File: src/rtl/mem_sync_pkg.sv
// Shared types, parameter defaults and the power-on fill pattern for mem_sync_port.
package mem_sync_pkg;

  localparam int MEM_DW_DEF     = 8;
  localparam int MEM_DEPTH_DEF  = 256;
  localparam int MEM_AW_DEF     = 8;
  localparam int MEM_RD_LAT_DEF = 1;

  typedef enum logic {
    MEM_INIT = 1'b0,
    MEM_RUN  = 1'b1
  } mem_state_e;

  // Full-width square; callers truncate to their word width.
  function automatic logic [63:0] init_word(input logic [31:0] idx);
    return 64'(idx) * 64'(idx);
  endfunction

endpackage

File: src/rtl/mem_sync_port_if.sv
// Request/response bundle between the memory and its requester.
// inj_perr exists only when MEM_PARITY_EN is defined.
interface mem_sync_port_if
  import mem_sync_pkg::*;
#(
  parameter int DW = MEM_DW_DEF,
  parameter int AW = MEM_AW_DEF
);
  logic          req_valid;
  logic          req_ready;
  logic          req_write;
  logic [AW-1:0] req_addr;
  logic [DW-1:0] req_wdata;
  logic          rsp_valid;
  logic [DW-1:0] rsp_rdata;
  logic          rsp_err;
  logic          init_done;
`ifdef MEM_PARITY_EN
  logic          inj_perr;
`endif

  modport slave (
`ifdef MEM_PARITY_EN
    input  inj_perr,
`endif
    input  req_valid, req_write, req_addr, req_wdata,
    output req_ready, rsp_valid, rsp_rdata, rsp_err, init_done
  );

  modport master (
`ifdef MEM_PARITY_EN
    output inj_perr,
`endif
    output req_valid, req_write, req_addr, req_wdata,
    input  req_ready, rsp_valid, rsp_rdata, rsp_err, init_done
  );

endinterface

File: src/rtl/mem_rd_pipe.sv
// RD_LAT-deep response delay line; a stage loads only when valid data arrives,
// so the last stage holds its data/err while no response is flowing.
module mem_rd_pipe
  import mem_sync_pkg::*;
#(
  parameter int DW     = MEM_DW_DEF,
  parameter int RD_LAT = MEM_RD_LAT_DEF
) (
  input  logic          clk,
  input  logic          rst_n,
  input  logic          in_vld,
  input  logic [DW-1:0] in_dat,
  input  logic          in_err,
  output logic          out_vld,
  output logic [DW-1:0] out_dat,
  output logic          out_err
);

  logic [RD_LAT-1:0] vld;
  logic [RD_LAT-1:0] err;
  logic [DW-1:0]     dat [RD_LAT];

  always_ff @(posedge clk or negedge rst_n) begin
    if (!rst_n) begin
      vld <= '0;
      err <= '0;
      for (int i = 0; i < RD_LAT; i++) dat[i] <= '0;
    end else begin
      vld[0] <= in_vld;
      if (in_vld) begin
        dat[0] <= in_dat;
        err[0] <= in_err;
      end
      for (int i = 1; i < RD_LAT; i++) begin
        vld[i] <= vld[i-1];
        if (vld[i-1]) begin
          dat[i] <= dat[i-1];
          err[i] <= err[i-1];
        end
      end
    end
  end

  assign out_vld = vld[RD_LAT-1];
  assign out_dat = dat[RD_LAT-1];
  assign out_err = err[RD_LAT-1];

endmodule

File: src/rtl/mem_sync_port.sv
// Single-port synchronous memory: fills mem[i]=i*i after reset, then serves one request per cycle.
// MEM_PARITY_EN adds a stored even-parity bit per word and the inj_perr input.
module mem_sync_port
  import mem_sync_pkg::*;
#(
  parameter int DW     = MEM_DW_DEF,
  parameter int DEPTH  = MEM_DEPTH_DEF,
  parameter int AW     = MEM_AW_DEF,
  parameter int RD_LAT = MEM_RD_LAT_DEF
) (
  input  logic            clk,
  input  logic            rst_n,
  mem_sync_port_if.slave  bus
);

  localparam int IW = $clog2(DEPTH);
`ifdef MEM_PARITY_EN
  localparam int WW = DW + 1;
`else
  localparam int WW = DW;
`endif

  mem_state_e    state, state_nxt;
  logic [IW-1:0] cnt, cnt_nxt;
  logic          run;

  logic [WW-1:0] mem [DEPTH];
  logic          we;
  logic [IW-1:0] wa;
  logic [WW-1:0] wd;

  logic          acc;
  logic          in_range;
  logic [IW-1:0] idx;
  logic [IW-1:0] rd_idx;
  logic [WW-1:0] rword;
  logic [DW-1:0] init_dat;
  logic [DW-1:0] rd_dat;
  logic          rd_err;

  always_ff @(posedge clk or negedge rst_n) begin
    if (!rst_n) begin
      state <= MEM_INIT;
      cnt   <= '0;
    end else begin
      state <= state_nxt;
      cnt   <= cnt_nxt;
    end
  end

  always_comb begin
    state_nxt = state;
    cnt_nxt   = cnt;
    run       = 1'b0;
    case (state)
      MEM_INIT: begin
        cnt_nxt = cnt + IW'(1);
        if (cnt == IW'(DEPTH - 1)) begin
          state_nxt = MEM_RUN;
          cnt_nxt   = '0;
        end
      end
      MEM_RUN: run = 1'b1;
      default: state_nxt = MEM_INIT;
    endcase
  end

  assign bus.req_ready = run;
  assign bus.init_done = run;

  assign acc      = bus.req_valid && run;
  assign in_range = 32'(bus.req_addr) < 32'(DEPTH);
  assign idx      = IW'(bus.req_addr);
  assign rd_idx   = in_range ? idx : '0;
  assign init_dat = DW'(init_word(32'(cnt)));

  // The sweep owns the write port until RUN; afterwards only in-range writes land.
  always_comb begin
    we = 1'b0;
    wa = cnt;
`ifdef MEM_PARITY_EN
    wd = {^init_dat, init_dat};
`else
    wd = init_dat;
`endif
    if (state == MEM_INIT) begin
      we = 1'b1;
    end else if (acc && bus.req_write && in_range) begin
      we = 1'b1;
      wa = idx;
`ifdef MEM_PARITY_EN
      wd = {(^bus.req_wdata) ^ bus.inj_perr, bus.req_wdata};
`else
      wd = bus.req_wdata;
`endif
    end
  end

  always_ff @(posedge clk) begin
    if (we) mem[wa] <= wd;
  end

  // Read is combinational from the array ahead of the edge, so it sees pre-write contents.
  assign rword  = mem[rd_idx];
  assign rd_dat = in_range ? rword[DW-1:0] : '0;
`ifdef MEM_PARITY_EN
  assign rd_err = !in_range || (^rword);
`else
  assign rd_err = !in_range;
`endif

  mem_rd_pipe #(
    .DW     (DW),
    .RD_LAT (RD_LAT)
  ) u_rd_pipe (
    .clk     (clk),
    .rst_n   (rst_n),
    .in_vld  (acc && !bus.req_write),
    .in_dat  (rd_dat),
    .in_err  (rd_err),
    .out_vld (bus.rsp_valid),
    .out_dat (bus.rsp_rdata),
    .out_err (bus.rsp_err)
  );

endmodule
File: src/flat_wrapper.sv
// flat-port wrapper written by rule: the top's interface ports become plain ports
module mem_sync_port_flat import mem_sync_pkg::*;
#(
  parameter int DW     = MEM_DW_DEF,
  parameter int DEPTH  = MEM_DEPTH_DEF,
  parameter int AW     = MEM_AW_DEF,
  parameter int RD_LAT = MEM_RD_LAT_DEF
)
  (clk, rst_n, bus_req_valid, bus_req_write, bus_req_addr, bus_req_wdata, bus_req_ready, bus_rsp_valid, bus_rsp_rdata, bus_rsp_err, bus_init_done);
  mem_sync_port_if #(.DW(DW), .AW(AW)) bus_i ();
  input  logic clk;
  input  logic rst_n;
  input wire logic [$bits(bus_i.req_valid)-1:0] bus_req_valid;
  input wire logic [$bits(bus_i.req_write)-1:0] bus_req_write;
  input wire logic [$bits(bus_i.req_addr)-1:0] bus_req_addr;
  input wire logic [$bits(bus_i.req_wdata)-1:0] bus_req_wdata;
  output wire logic [$bits(bus_i.req_ready)-1:0] bus_req_ready;
  output wire logic [$bits(bus_i.rsp_valid)-1:0] bus_rsp_valid;
  output wire logic [$bits(bus_i.rsp_rdata)-1:0] bus_rsp_rdata;
  output wire logic [$bits(bus_i.rsp_err)-1:0] bus_rsp_err;
  output wire logic [$bits(bus_i.init_done)-1:0] bus_init_done;
  assign bus_i.req_valid = bus_req_valid;
  assign bus_i.req_write = bus_req_write;
  assign bus_i.req_addr = bus_req_addr;
  assign bus_i.req_wdata = bus_req_wdata;
  assign bus_req_ready = bus_i.req_ready;
  assign bus_rsp_valid = bus_i.rsp_valid;
  assign bus_rsp_rdata = bus_i.rsp_rdata;
  assign bus_rsp_err = bus_i.rsp_err;
  assign bus_init_done = bus_i.init_done;
  mem_sync_port #(.DW(DW), .DEPTH(DEPTH), .AW(AW), .RD_LAT(RD_LAT)) u_core (.clk(clk), .rst_n(rst_n), .bus(bus_i));
endmodule
File: config.mk
export PLATFORM = sky130hd
export DESIGN_NAME = mem_sync_port_flat
export DESIGN_NICKNAME = d
export VERILOG_FILES = /design/src/rtl/mem_sync_pkg.sv /design/src/rtl/mem_sync_port_if.sv /design/src/rtl/mem_rd_pipe.sv /design/src/rtl/mem_sync_port.sv /design/src/flat_wrapper.sv
export SDC_FILE = /design/constraint.sdc
export NUM_CORES = 2
export LEC_CHECK = 0
export ABC_AREA = 1
export BUFFER_PORTS_ARGS = -buffer_cell sky130_fd_sc_hd__buf_2
export CORE_ASPECT_RATIO = 0.9
export CORE_MARGIN = 2
export CORE_UTILIZATION = 45
export CTS_CLUSTER_SIZE = 40
export DETAILED_ROUTE_END_ITERATION = 10
export HOLD_SLACK_MARGIN = 0.12
export SLEW_MARGIN = 30
export SYNTH_ARGS = -nofsm -noshare
export SYNTH_HDL_FRONTEND = slang
export SYNTH_SLANG_ARGS = --single-unit
File: constraint.sdc
create_clock -name clk -period 27.7 [get_ports clk]
set_input_delay 4.155 -clock clk [delete_from_list [all_inputs] [get_ports clk]]
set_output_delay 4.155 -clock clk [all_outputs]
set_load 0.05 [all_outputs]
==> metrics.yaml <==
r2r_setup_slack_ns: 21.94
maxCapViolations: 0
hp-start: "u_core.u_rd_pipe.out_dat[4]"
postCtsSetupBuffers: 0
arrival_ns: 9.20
grt_setup_unrepaired: "no"
pwr-share-comb: 0.049
post-place-ws_ns: 18.22
finalSetupViolCount: 0
grt_use_total: 0.244
synth_most_common_cell: "nand2_1"
fmax_mhz: 119
vias_per_cell: 5.71
intPower_mw: 5.01
grt_max_degree: 214
reg2reg_from: "u_core.cnt[0]"
grt_pass1_wl_microns: 349000
ctsResizeCount: 0
yosys_warnings: 0
swShare: 0.220
routabilityCongestion: 0.864
critPathRequiredTime_ns: 28.48
num_io_pins: 32
syn_inst: 7133
p_clk_frac: 0.425
tightest_slew_ns: 1.08
die_y_microns: 415
p_total_mw: 6.43
io_buffers: 30
final_antenna_net_count: 0
switching_power_mw: 1.42
drc: 0
synth_edf_count: 2048
synth_common_cells: "2105 x nand2_1, 2048 x edfxtp_1, 2045 x nand3_1, 287 x buf_2, 279 x nor2_1"
multi_input_area_sq_mm: 0.0203
path_clk_slew_ns: 0.06
setup_ws_ns: 19.27
grt_antenna_before_repair: 9
crit_path_start_kind: "primary input"
slew_violations: 0
cts_buffer_depth: 3
cts-buffers-inserted: 209
synth_top_area_cell: "edfxtp_1"
finalCritPeriodShare: 0.304
skew_ns: 0.0187
clock-sinks: 2066
overflow: 0
wirelength_microns: 236000
synthArstFlopShare: 0.00871
grt_pass1_vias: 51300
reg2reg_to: "u_core.mem[67][7]"
die_w_microns: 461
syn_nets: 7175
ys_seq_area_frac: 0.732
critical_path_class: "in -> reg"
min_path_type: "reg -> reg"
layout-area-overhead-vs-synth_pct: 10.2
cts_hold_buf: 0
seqPwrFrac: 0.526
seqCellArea_sq_mm: 0.0619
ir_drop_mv: 0.0661
synth_top_area_frac: 0.727
p_leak_nw: 30.8
fp.coreArea_sq_mm: 0.186
rows: 150
relSlewSlack: 0.279
tns_ns: 0
synth_flop_cell: "edfxtp_1"
insertion_delay_ns: 0.84
vias: 55121
synth_area_leaders: "edfxtp_1 73%, nand3_1 12%, nand2_1 9.3%"
drtIter0Drc: 7332
stdcell_area_sq_mm: 0.0932
cp-end-kind: "register"
synth_cell_type_count: 34
holdWs_ns: 0.517
wire_per_inst_microns: 24.5
place_area_sq_mm: 0.0865
firstDrtPassIters: 8
hold_viol_final: 0
drive_above_1_share: 0.0647
endpoint: "u_core.u_rd_pipe.out_dat[4]"
nNetsFinal: 7012
cp_max_fo: 140
die-area_sq_mm: 0.192
worstRegToRegCells: 19
min_period_ns: 8.43
cts_tree: "yes"
netlist_area_sq_mm: 0.0846
fillers: 16230
hpwl_microns: 126000
avgSynthCellArea_sq_um: 11.9
root_buffer: "clkbuf_16"
power.density_mw_per_mm2: 69.0
synth-seq-cells: 2066
crit_path_start: "bus_req_addr[0]"
h-tree-depth: 4
status: "complete, no violations"
initial_utilization: 0.454
-- cells by family (layout without fill, tap and decap cells) --
family,count (synthesis),count (layout),share of synthesized area
AND/OR/NAND/NOR,4470,4470,0.231
flip-flops,2066,2066,0.732
buffers and inverters,539,544,0.0299
adder cells (fa/ha/maj),22,22,0.00396
AO/OA/AOI/OAI,21,21,0.00185
XOR/XNOR,11,11,0.00114
multiplexers,3,3,0.000399
other,1,2,0.0000443
-- power by group through the flow --
stage | clock network [mW] | logic (mW) | registers (mW)
detailed placement | 0 | 0.312 | 3.45
global placement | 0 | 0.311 | 3.45
global route | 2.88 | 0.345 | 3.38
finish | 2.73 | 0.316 | 3.38
floorplan | 0 | 0.211 | 3.45
CTS | 2.76 | 0.313 | 3.38
-- flip-flops by register name, indices dropped and copies added, names as in the netlist --
register / flops
u_core.mem: 2048
u_core.cnt: 8
u_core.u_rd_pipe.out_dat: 8
u_core.u_rd_pipe.out_vld: 1
u_core.state: 1
-- how the worst min path moves through the flow --
stage	endpoint	cells after the start
finish	u_core.u_rd_pipe.out_dat[4]	2
global route	u_core.u_rd_pipe.out_dat[2]	2
CTS	u_core.u_rd_pipe.out_dat[4]	2
detailed placement	u_core.u_rd_pipe.out_dat[4]	2
global placement	u_core.u_rd_pipe.out_dat[4]	2
floorplan	u_core.cnt[4]	1
-- through the flow --
| step | instances | utilization |
|---|---|---|
| 2_1_floorplan | 7133 | - |
| 3_3_place_gp | 9259 | 0.464 |
| 3_5_place_dp | 9260 | 0.464 |
| 4_1_cts | 9639 | 0.500 |
| 5_1_grt | 9647 | 0.501 |
| 6_report | 9647 | 0.501 |
-- placed cells by master, fill, tap and decap left out, drive strengths merged --
cell and n:
nand2 2129, edfxtp 2048, nand3 2046, nor2 287
clkbuf 277, buf 114, clkinv 81, inv 58
dfrtp 18, ha 14, bufinv 13, o21ai 12
xor2 9, fa 8, a21oi 5, nand4 4
mux2 3, or2 2, nor3 2, xnor2 2
diode 1, o21bai 1, o22ai 1, o21a 1
o32ai 1, conb 1, clkinvlp 1
-- metal layers --
metal  wire length, microns  part of all wire  GRT usage  vias up
met5                     46           0.00019          0        -
met4                   6700             0.028     0.0704        6
met3                  23000             0.097     0.0467      369
met2                 106000              0.45      0.363     2690
met1                 100000              0.43      0.365    27076
li1                       -                 -          -    24980
-- final cells by class --
cell class              instances  share of cell area
repair buffers                114              0.0120
multi-input cells            4528               0.217
clock inverters               102             0.00931
inverters                      51             0.00242
clock buffers                 277              0.0607
well taps                    2508              0.0337
flip-flops and latches       2066               0.664
diodes                          1           0.0000268
-- critical path, cell delays in order --
cell	delay, ns
buf_8	0.24
inv_16	0.44
buf_6	0.61
buf_4	0.78
buf_4	0.77
buf_4	0.72
nand2_1	0.10
nand3_1	0.10
nand3_1	0.09
nand3_1	0.18
nand3_1	0.16
nand3_1	0.12
nand3_1	0.07
nand3_1	0.11
nand3_1	0.09
nand2_1	0.08
Power figures use the tool's default switching activity.
